--- config.mk ---
export PLATFORM = sky130hd
export DESIGN_NAME = dm_store_buffer_flat
export DESIGN_NICKNAME = d
export VERILOG_FILES = /design/src/rtl/dm_store_buffer_pkg.sv /design/src/rtl/dm_store_buffer_if.sv /design/src/rtl/dm_store_buffer_store_lane_gen.sv /design/src/rtl/dm_store_buffer.sv /design/src/flat_wrapper.sv
export SDC_FILE = /design/constraint.sdc
export NUM_CORES = 1
export LEC_CHECK = 0
export ABC_AREA = 1
export CAP_MARGIN = 10
export CORE_MARGIN = 3
export CORE_UTILIZATION = 44
export CTS_CLUSTER_SIZE = 16
export DETAILED_ROUTE_END_ITERATION = 7
export PLACE_DENSITY = 0.66
export SYNTH_ARGS = -nofsm -noshare
export SYNTH_HDL_FRONTEND = slang
export SYNTH_SLANG_ARGS = --single-unit
--- constraint.sdc ---
create_clock -name clk -period 11.8 [get_ports clk]
set_input_delay 2.36 -clock clk [delete_from_list [all_inputs] [get_ports clk]]
set_output_delay 2.36 -clock clk [all_outputs]
set_load 0.05 [all_outputs]
--- src/rtl/dm_store_buffer_pkg.sv ---
// Shared definitions for the MEM-stage store buffer: store op codes and
// the byte-enable patterns used by the lane generator.
package dm_store_buffer_pkg;

    // Store op codes as presented by the MEM stage
    typedef enum logic [1:0] {
        ST_SW  = 2'd0,
        ST_SH  = 2'd1,
        ST_SB  = 2'd2,
        ST_RSV = 2'd3
    } storeOpT;

    // Byte-enable patterns (bit i = byte lane i)
    localparam logic [3:0] BE_WORD = 4'b1111;
    localparam logic [3:0] BE_LO   = 4'b0011;
    localparam logic [3:0] BE_HI   = 4'b1100;

endpackage

--- src/rtl/dm_store_buffer_if.sv ---
// Bus bundle between the MEM stage (master) and the store buffer (slave),
// including the data-memory write port driven by the buffer.
//
// Handshake: a store transfers on a rising edge when st_valid=1 and
// st_stall=0 (st_stall is the inverse of ready). The master must hold
// st_valid/st_op/st_addr/st_data stable while st_stall=1. st_stall only
// asserts for legal stores; illegal ones are dropped and reported through
// align_err on the next cycle. dm_we has no back-pressure: the memory takes
// the write in the cycle it is presented.
interface dm_store_buffer_if #(
    parameter int ADDR_W = 10
);
    logic              st_valid;
    logic [1:0]        st_op;
    logic [31:0]       st_addr;
    logic [31:0]       st_data;
    logic              ld_valid;
    logic [31:0]       ld_addr;
    logic              dm_busy;
    logic              st_stall;
    logic              ld_hazard;
    logic              align_err;
    logic              dm_we;
    logic [3:0]        dm_be;
    logic [ADDR_W-1:0] dm_waddr;
    logic [31:0]       dm_wdata;
    logic              empty;

    modport master (
        output st_valid, st_op, st_addr, st_data, ld_valid, ld_addr, dm_busy,
        input  st_stall, ld_hazard, align_err, dm_we, dm_be, dm_waddr, dm_wdata, empty
    );

    modport slave (
        input  st_valid, st_op, st_addr, st_data, ld_valid, ld_addr, dm_busy,
        output st_stall, ld_hazard, align_err, dm_we, dm_be, dm_waddr, dm_wdata, empty
    );
endinterface

--- src/rtl/dm_store_buffer_store_lane_gen.sv ---
// Turns a store op plus the low address bits into byte enables and
// lane-replicated write data, and flags misaligned or reserved requests.
module store_lane_gen
    import dm_store_buffer_pkg::*;
(
    input  logic [1:0]  op,
    input  logic [1:0]  addrLo,
    input  logic [31:0] data,
    output logic [3:0]  be,
    output logic [31:0] wdata,
    output logic        legal
);

    // Decode op into lanes; replicate the narrow value across all lanes so
    // the memory only needs byte enables to pick the right one.
    always_comb begin
        be    = 4'b0000;
        wdata = 32'h0;
        legal = 1'b0;
        case (op)
            ST_SW: begin
                legal = (addrLo == 2'b00);
                be    = BE_WORD;
                wdata = data;
            end
            ST_SH: begin
                legal = ~addrLo[0];
                be    = addrLo[1] ? BE_HI : BE_LO;
                wdata = {2{data[15:0]}};
            end
            ST_SB: begin
                legal = 1'b1;
                be    = 4'b0001 << addrLo;
                wdata = {4{data[7:0]}};
            end
            default: begin
                legal = 1'b0;
            end
        endcase
    end

endmodule

--- src/rtl/dm_store_buffer.sv ---
// MEM-stage store buffer: queues legal stores in a small FIFO, drains one
// entry per free data-memory cycle through a registered write port, and
// flags loads that touch a word still waiting to be written.
module dm_store_buffer
    import dm_store_buffer_pkg::*;
#(
    parameter int DEPTH  = 4,
    parameter int ADDR_W = 10
) (
    input  logic             clk,
    input  logic             reset,
    dm_store_buffer_if.slave bus
);

    localparam int PTR_W = $clog2(DEPTH);
    localparam logic [PTR_W:0] FULL_COUNT = DEPTH[PTR_W:0];

    logic [ADDR_W-1:0] wordMem [DEPTH];
    logic [3:0]        beMem   [DEPTH];
    logic [31:0]       dataMem [DEPTH];

    logic [PTR_W-1:0]  wrPtr;
    logic [PTR_W-1:0]  rdPtr;
    logic [PTR_W:0]    count;

    logic [3:0]        laneBe;
    logic [31:0]       laneData;
    logic              laneLegal;
    logic              doEnq;
    logic              doDrain;
    logic              hazardHit;
    logic [PTR_W-1:0]  offset;

    logic [ADDR_W-1:0] stWord;
    logic [ADDR_W-1:0] ldWord;
    logic              unusedAddrBits;

    store_lane_gen laneGen (
        .op     (bus.st_op),
        .addrLo (bus.st_addr[1:0]),
        .data   (bus.st_data),
        .be     (laneBe),
        .wdata  (laneData),
        .legal  (laneLegal)
    );

    assign stWord = bus.st_addr[ADDR_W+1:2];
    assign ldWord = bus.ld_addr[ADDR_W+1:2];
    assign unusedAddrBits = ^{bus.st_addr[31:ADDR_W+2], bus.ld_addr[31:ADDR_W+2], bus.ld_addr[1:0]};

    // A drain in the same cycle never frees a slot for that cycle's store:
    // the full test looks only at the current count.
    assign doEnq        = bus.st_valid & laneLegal & (count != FULL_COUNT);
    assign bus.st_stall = bus.st_valid & laneLegal & (count == FULL_COUNT);
    assign doDrain      = (count != '0) & ~bus.dm_busy;
    assign bus.empty    = (count == '0) & ~bus.dm_we;

    // Compare the load word against every occupied slot and the write register
    always_comb begin
        hazardHit = bus.dm_we & (bus.dm_waddr == ldWord);
        offset    = '0;
        for (int i = 0; i < DEPTH; i++) begin
            offset = PTR_W'(i) - rdPtr;
            if (({1'b0, offset} < count) && (wordMem[i] == ldWord)) begin
                hazardHit = 1'b1;
            end
        end
    end

    assign bus.ld_hazard = bus.ld_valid & hazardHit;

    // FIFO storage, pointers and occupancy
    always_ff @(posedge clk or posedge reset) begin
        if (reset) begin
            wrPtr <= '0;
            rdPtr <= '0;
            count <= '0;
            for (int i = 0; i < DEPTH; i++) begin
                wordMem[i] <= '0;
                beMem[i]   <= '0;
                dataMem[i] <= '0;
            end
        end else begin
            if (doEnq) begin
                wordMem[wrPtr] <= stWord;
                beMem[wrPtr]   <= laneBe;
                dataMem[wrPtr] <= laneData;
                wrPtr          <= wrPtr + 1'b1;
            end
            if (doDrain) begin
                rdPtr <= rdPtr + 1'b1;
            end
            case ({doEnq, doDrain})
                2'b10:   count <= count + 1'b1;
                2'b01:   count <= count - 1'b1;
                default: count <= count;
            endcase
        end
    end

    // Registered write port and one-cycle alignment error pulse
    always_ff @(posedge clk or posedge reset) begin
        if (reset) begin
            bus.dm_we     <= 1'b0;
            bus.dm_be     <= '0;
            bus.dm_waddr  <= '0;
            bus.dm_wdata  <= '0;
            bus.align_err <= 1'b0;
        end else begin
            bus.align_err <= bus.st_valid & ~laneLegal;
            if (doDrain) begin
                bus.dm_we    <= 1'b1;
                bus.dm_be    <= beMem[rdPtr];
                bus.dm_waddr <= wordMem[rdPtr];
                bus.dm_wdata <= dataMem[rdPtr];
            end else begin
                bus.dm_we    <= 1'b0;
                bus.dm_be    <= '0;
                bus.dm_waddr <= '0;
                bus.dm_wdata <= '0;
            end
        end
    end

endmodule
--- src/flat_wrapper.sv ---
// flat-port wrapper written by rule: the top's interface ports become plain ports
module dm_store_buffer_flat import dm_store_buffer_pkg::*;
#(
    parameter int DEPTH  = 4,
    parameter int ADDR_W = 10
)
  (clk, reset, bus_st_valid, bus_st_op, bus_st_addr, bus_st_data, bus_ld_valid, bus_ld_addr, bus_dm_busy, bus_st_stall, bus_ld_hazard, bus_align_err, bus_dm_we, bus_dm_be, bus_dm_waddr, bus_dm_wdata, bus_empty);
  dm_store_buffer_if #(.ADDR_W(ADDR_W)) bus_i ();
  input  logic clk;
  input  logic reset;
  input wire logic [$bits(bus_i.st_valid)-1:0] bus_st_valid;
  input wire logic [$bits(bus_i.st_op)-1:0] bus_st_op;
  input wire logic [$bits(bus_i.st_addr)-1:0] bus_st_addr;
  input wire logic [$bits(bus_i.st_data)-1:0] bus_st_data;
  input wire logic [$bits(bus_i.ld_valid)-1:0] bus_ld_valid;
  input wire logic [$bits(bus_i.ld_addr)-1:0] bus_ld_addr;
  input wire logic [$bits(bus_i.dm_busy)-1:0] bus_dm_busy;
  output wire logic [$bits(bus_i.st_stall)-1:0] bus_st_stall;
  output wire logic [$bits(bus_i.ld_hazard)-1:0] bus_ld_hazard;
  output wire logic [$bits(bus_i.align_err)-1:0] bus_align_err;
  output wire logic [$bits(bus_i.dm_we)-1:0] bus_dm_we;
  output wire logic [$bits(bus_i.dm_be)-1:0] bus_dm_be;
  output wire logic [$bits(bus_i.dm_waddr)-1:0] bus_dm_waddr;
  output wire logic [$bits(bus_i.dm_wdata)-1:0] bus_dm_wdata;
  output wire logic [$bits(bus_i.empty)-1:0] bus_empty;
  assign bus_i.st_valid = bus_st_valid;
  assign bus_i.st_op = bus_st_op;
  assign bus_i.st_addr = bus_st_addr;
  assign bus_i.st_data = bus_st_data;
  assign bus_i.ld_valid = bus_ld_valid;
  assign bus_i.ld_addr = bus_ld_addr;
  assign bus_i.dm_busy = bus_dm_busy;
  assign bus_st_stall = bus_i.st_stall;
  assign bus_ld_hazard = bus_i.ld_hazard;
  assign bus_align_err = bus_i.align_err;
  assign bus_dm_we = bus_i.dm_we;
  assign bus_dm_be = bus_i.dm_be;
  assign bus_dm_waddr = bus_i.dm_waddr;
  assign bus_dm_wdata = bus_i.dm_wdata;
  assign bus_empty = bus_i.empty;
  dm_store_buffer #(.DEPTH(DEPTH), .ADDR_W(ADDR_W)) u_core (.clk(clk), .reset(reset), .bus(bus_i));
endmodule
==> run metrics <==
Worst Path Buf+Inv=5; io pins=~150; TritonCTS clock tree=done; Final min period=7.27 ns; Leak Pwr=0.00624 uW; CP arrival=4.91 ns; CP Data Required Time=9.44 ns; initial antenna violation count=0; P per Cell Area=276 nW/um^2; antenna diode count=0; Max-cap violations=0; Post-CTS Hold Fix Bufs=0; GRT Residual Overflow=0; HP Class=reg2reg; gr usage total=23.0%; vias in the first global route=9130; clock sink count=239; H-tree depth=1; IO Port Bufs=111; Largest delay share family, worst path=buffers and inverters; Nets=around 1.5k; Post-CTS Setup Bufs=0; initial core utilization=45.3%; status=finished clean; unique cell type count in the Yosys netlist=29; Seq cells post-synth=239; VDD IR max=0.145 mV; mean post-synth cell area=8.40 um^2; layout cells sized above 1=4.89%; Comb pwr share=39.9%; residual DRC count=0; core area=between 20000 and 25000 um^2; Rows=between 50 and 60; share of power burned in registers=a little under two fifths; post-DR vias/cell=5.35; Slew HR=29.3%; startpoint types=input pin; post-CTS sizing=0; critical path's slowest cell=clkdlybuf4s50_1; area grow syn2layout=18.9%; RSZ-0062 raised after global routing=no; Syn Inst Count=1321; Die X=165 um; first-pass GRT wire length=about 49000 um; largest net degree at the start of global routing=~110; Crit Path Class=in2out; DR vias=9282; synthesized area=11100 um^2; Critical Path Sink Type=primary output; Clock Tree Buf Depth=3; synth warn=0; clock root cell=clkbuf_16; Fin Setup TNS=0 ns; Fillers=around 2.3k; Final Hold Fails=0; Sw Share=41.1%; Slew Viols, Final=0; number of nets with antenna violations after routing=0; Clk pwr share=between 20% and 30%; register area share after synthesis=about 54%; most frequent cells in the layout=376 x nand2_1, 239 x dfrtp_1, 191 x o21ai_0, 152 x inv_1, 111 x clkdlybuf4s50_1; Worst-Skew Late Latency=between 0.5 and 0.6 ns; # setup viols final=0; Internal=2140 uW; most common cell after layout, fill and taps aside=nand2_1; fin crit share=61.6%; Max FO, Critical Path=14; Clock Skew=0.0170 ns; DIE AREA=27200 um^2; Hold WS=around 0.50 ns; router iterations before antenna repair=5; Inserted Clock Buffers=27; Fmax=137 MHz; CP cell instances=clkdlybuf4s50_1 -> inv_2 -> nor2_8 -> inv_2 -> a21oi_2 -> inv_1 -> nor2_1 -> clkdlybuf4s50_1; CTS clk-pin slew, worst paths=0.05 ns; GPL Wtd Cong=0.848; total routed wirelength=30800 um; Post-DP HPWL=18500 um; routed len/inst=17.7 um; Tightest Pin Transition=1.06 ns; Chip Height=165 um; Syn Nets=1434; Iter 0 DRT Violations=~770; Max stage delay on crit path=0.84 ns; Net Switching=1500 uW
==> synth_stat cells, drive strengths merged <==
| cell type | n | share of area, % |
|---|---|---|
| nand3 | 13 | 0.59 |
| xnor2 | 13 | 1.0 |
| nor4 | 1 | 0.056 |
| inv | 159 | 5.4 |
| nor3 | 1 | 0.045 |
| buf | 33 | 2.0 |
| o22ai | 46 | 2.6 |
| nor2 | 92 | 3.6 |
| nand2 | 377 | 13 |
| a21oi | 20 | 0.94 |
| o21ai | 203 | 9.2 |
| clkbuf | 43 | 1.5 |
| ha | 9 | 1.0 |
| o21a | 1 | 0.068 |
| a31oi | 1 | 0.056 |
| fa | 1 | 0.18 |
| dfrtp | 239 | 54 |
| nand4 | 2 | 0.11 |
| or2 | 1 | 0.056 |
| a221oi | 46 | 3.6 |
| o211ai | 9 | 0.65 |
| xor2 | 11 | 0.87 |
==> cell families after synthesis <==
| kind of cell | count (synthesis) | share of synthesized area, % |
|---|---|---|
| and+or+nand+nor | 487 | 17.2 |
| AOI/OAI and AO/OA | 326 | 17.1 |
| DFF | 239 | 53.9 |
| buffers and inverters | 235 | 8.80 |
| xor gates and xnor gates | 24 | 1.89 |
| adders and majority gates | 10 | 1.19 |
==> worst reg2reg max path, stage by stage, from the launching register on <==
cell and delay, ns:
dfrtp_1 0.40, inv_1 0.22, nand3_1 0.25, nand2_2 0.40
buf_4 0.71, ha_1 0.28, inv_1 0.07, fa_1 0.38
a21oi_1 0.14, o21ai_0 0.11, xor2_1 0.15
==> state kept, by name, summed over array words and instances (netlist names) <==
register / flops
u_core.bus.dm_waddr: 10
u_core.count: 3
u_core.rdPtr: 2
u_core.beMem: 16
u_core.dataMem: 128
u_core.bus.dm_be: 4
u_core.bus.dm_wdata: 32
u_core.wrPtr: 2
u_core.bus.align_err: 1
u_core.wordMem: 40
u_core.bus.dm_we: 1
==> path summary, 6_finish.rpt <==
path                                                      from                             end  slack (ns)  depth (start not counted)
max in group asynchronous                                reset  u_core.wordMem[30]$_DFFE_PP0P_        7.99                          3
worst max register to register     u_core.count[1]$_DFFE_PP0P_     u_core.count[2]$_DFFE_PP0P_        8.58                         10
worst min-delay path            u_core.dataMem[81]$_DFFE_PP0P_  u_core.dataMem[81]$_DFFE_PP0P_        0.50                          2
worst min register to register  u_core.dataMem[81]$_DFFE_PP0P_  u_core.dataMem[81]$_DFFE_PP0P_        0.50                          2
worst max-delay path                              bus_st_op[1]                    bus_st_stall        4.53                          8
min in group asynchronous                                reset   u_core.dataMem[5]$_DFFE_PP0P_        2.37                          2
==> metal layers <==
metal / wire length (um) / part of all wire (%) / vias to the layer above / global-route usage [%]
met1: 13800 / 45 / 4484 / 32.5
met5: 0 / 0 / - / 0
met4: 782 / 2.5 / 0 / 7.17
li1: - / - / 4420 / -
met2: 13900 / 45 / 327 / 36.6
met3: 2310 / 7.5 / 51 / 3.59
==> power by group through the flow <==
stage	logic (uW)	clock network [uW]	registers, uW
2_1_floorplan	785	0	1580
3_3_place_gp	1420	0	1370
3_5_place_dp	1440	0	1390
4_1_cts	1460	827	1370
5_1_grt	1600	861	1420
6_report	1450	813	1380
==> cell type report <==
cell class	count	area (um^2)	area share [%]
Sequential cell	239	5980	45.3
Multi-Input combinational cell	847	4180	31.6
Timing Repair Buffer	120	1180	8.93
Clock buffer	37	763	5.78
Inverter	159	604	4.58
Tap cell	324	405	3.07
Clock inverter	10	95.1	0.720
==> metrics by stage <==
step	cell area (um^2)	utilization, %	setup WS, ns	power, uW	cells
finish	13200	53.8	4.53	3640	1736
global route	13200	53.8	4.41	3880	1736
CTS	13200	53.8	4.52	3660	1736
detailed placement	12300	50.3	4.53	2830	1689
global placement	12300	50.3	4.52	2790	1689
floorplan	11100	-	2.88	2360	1321
Power figures use the tool's default switching activity.
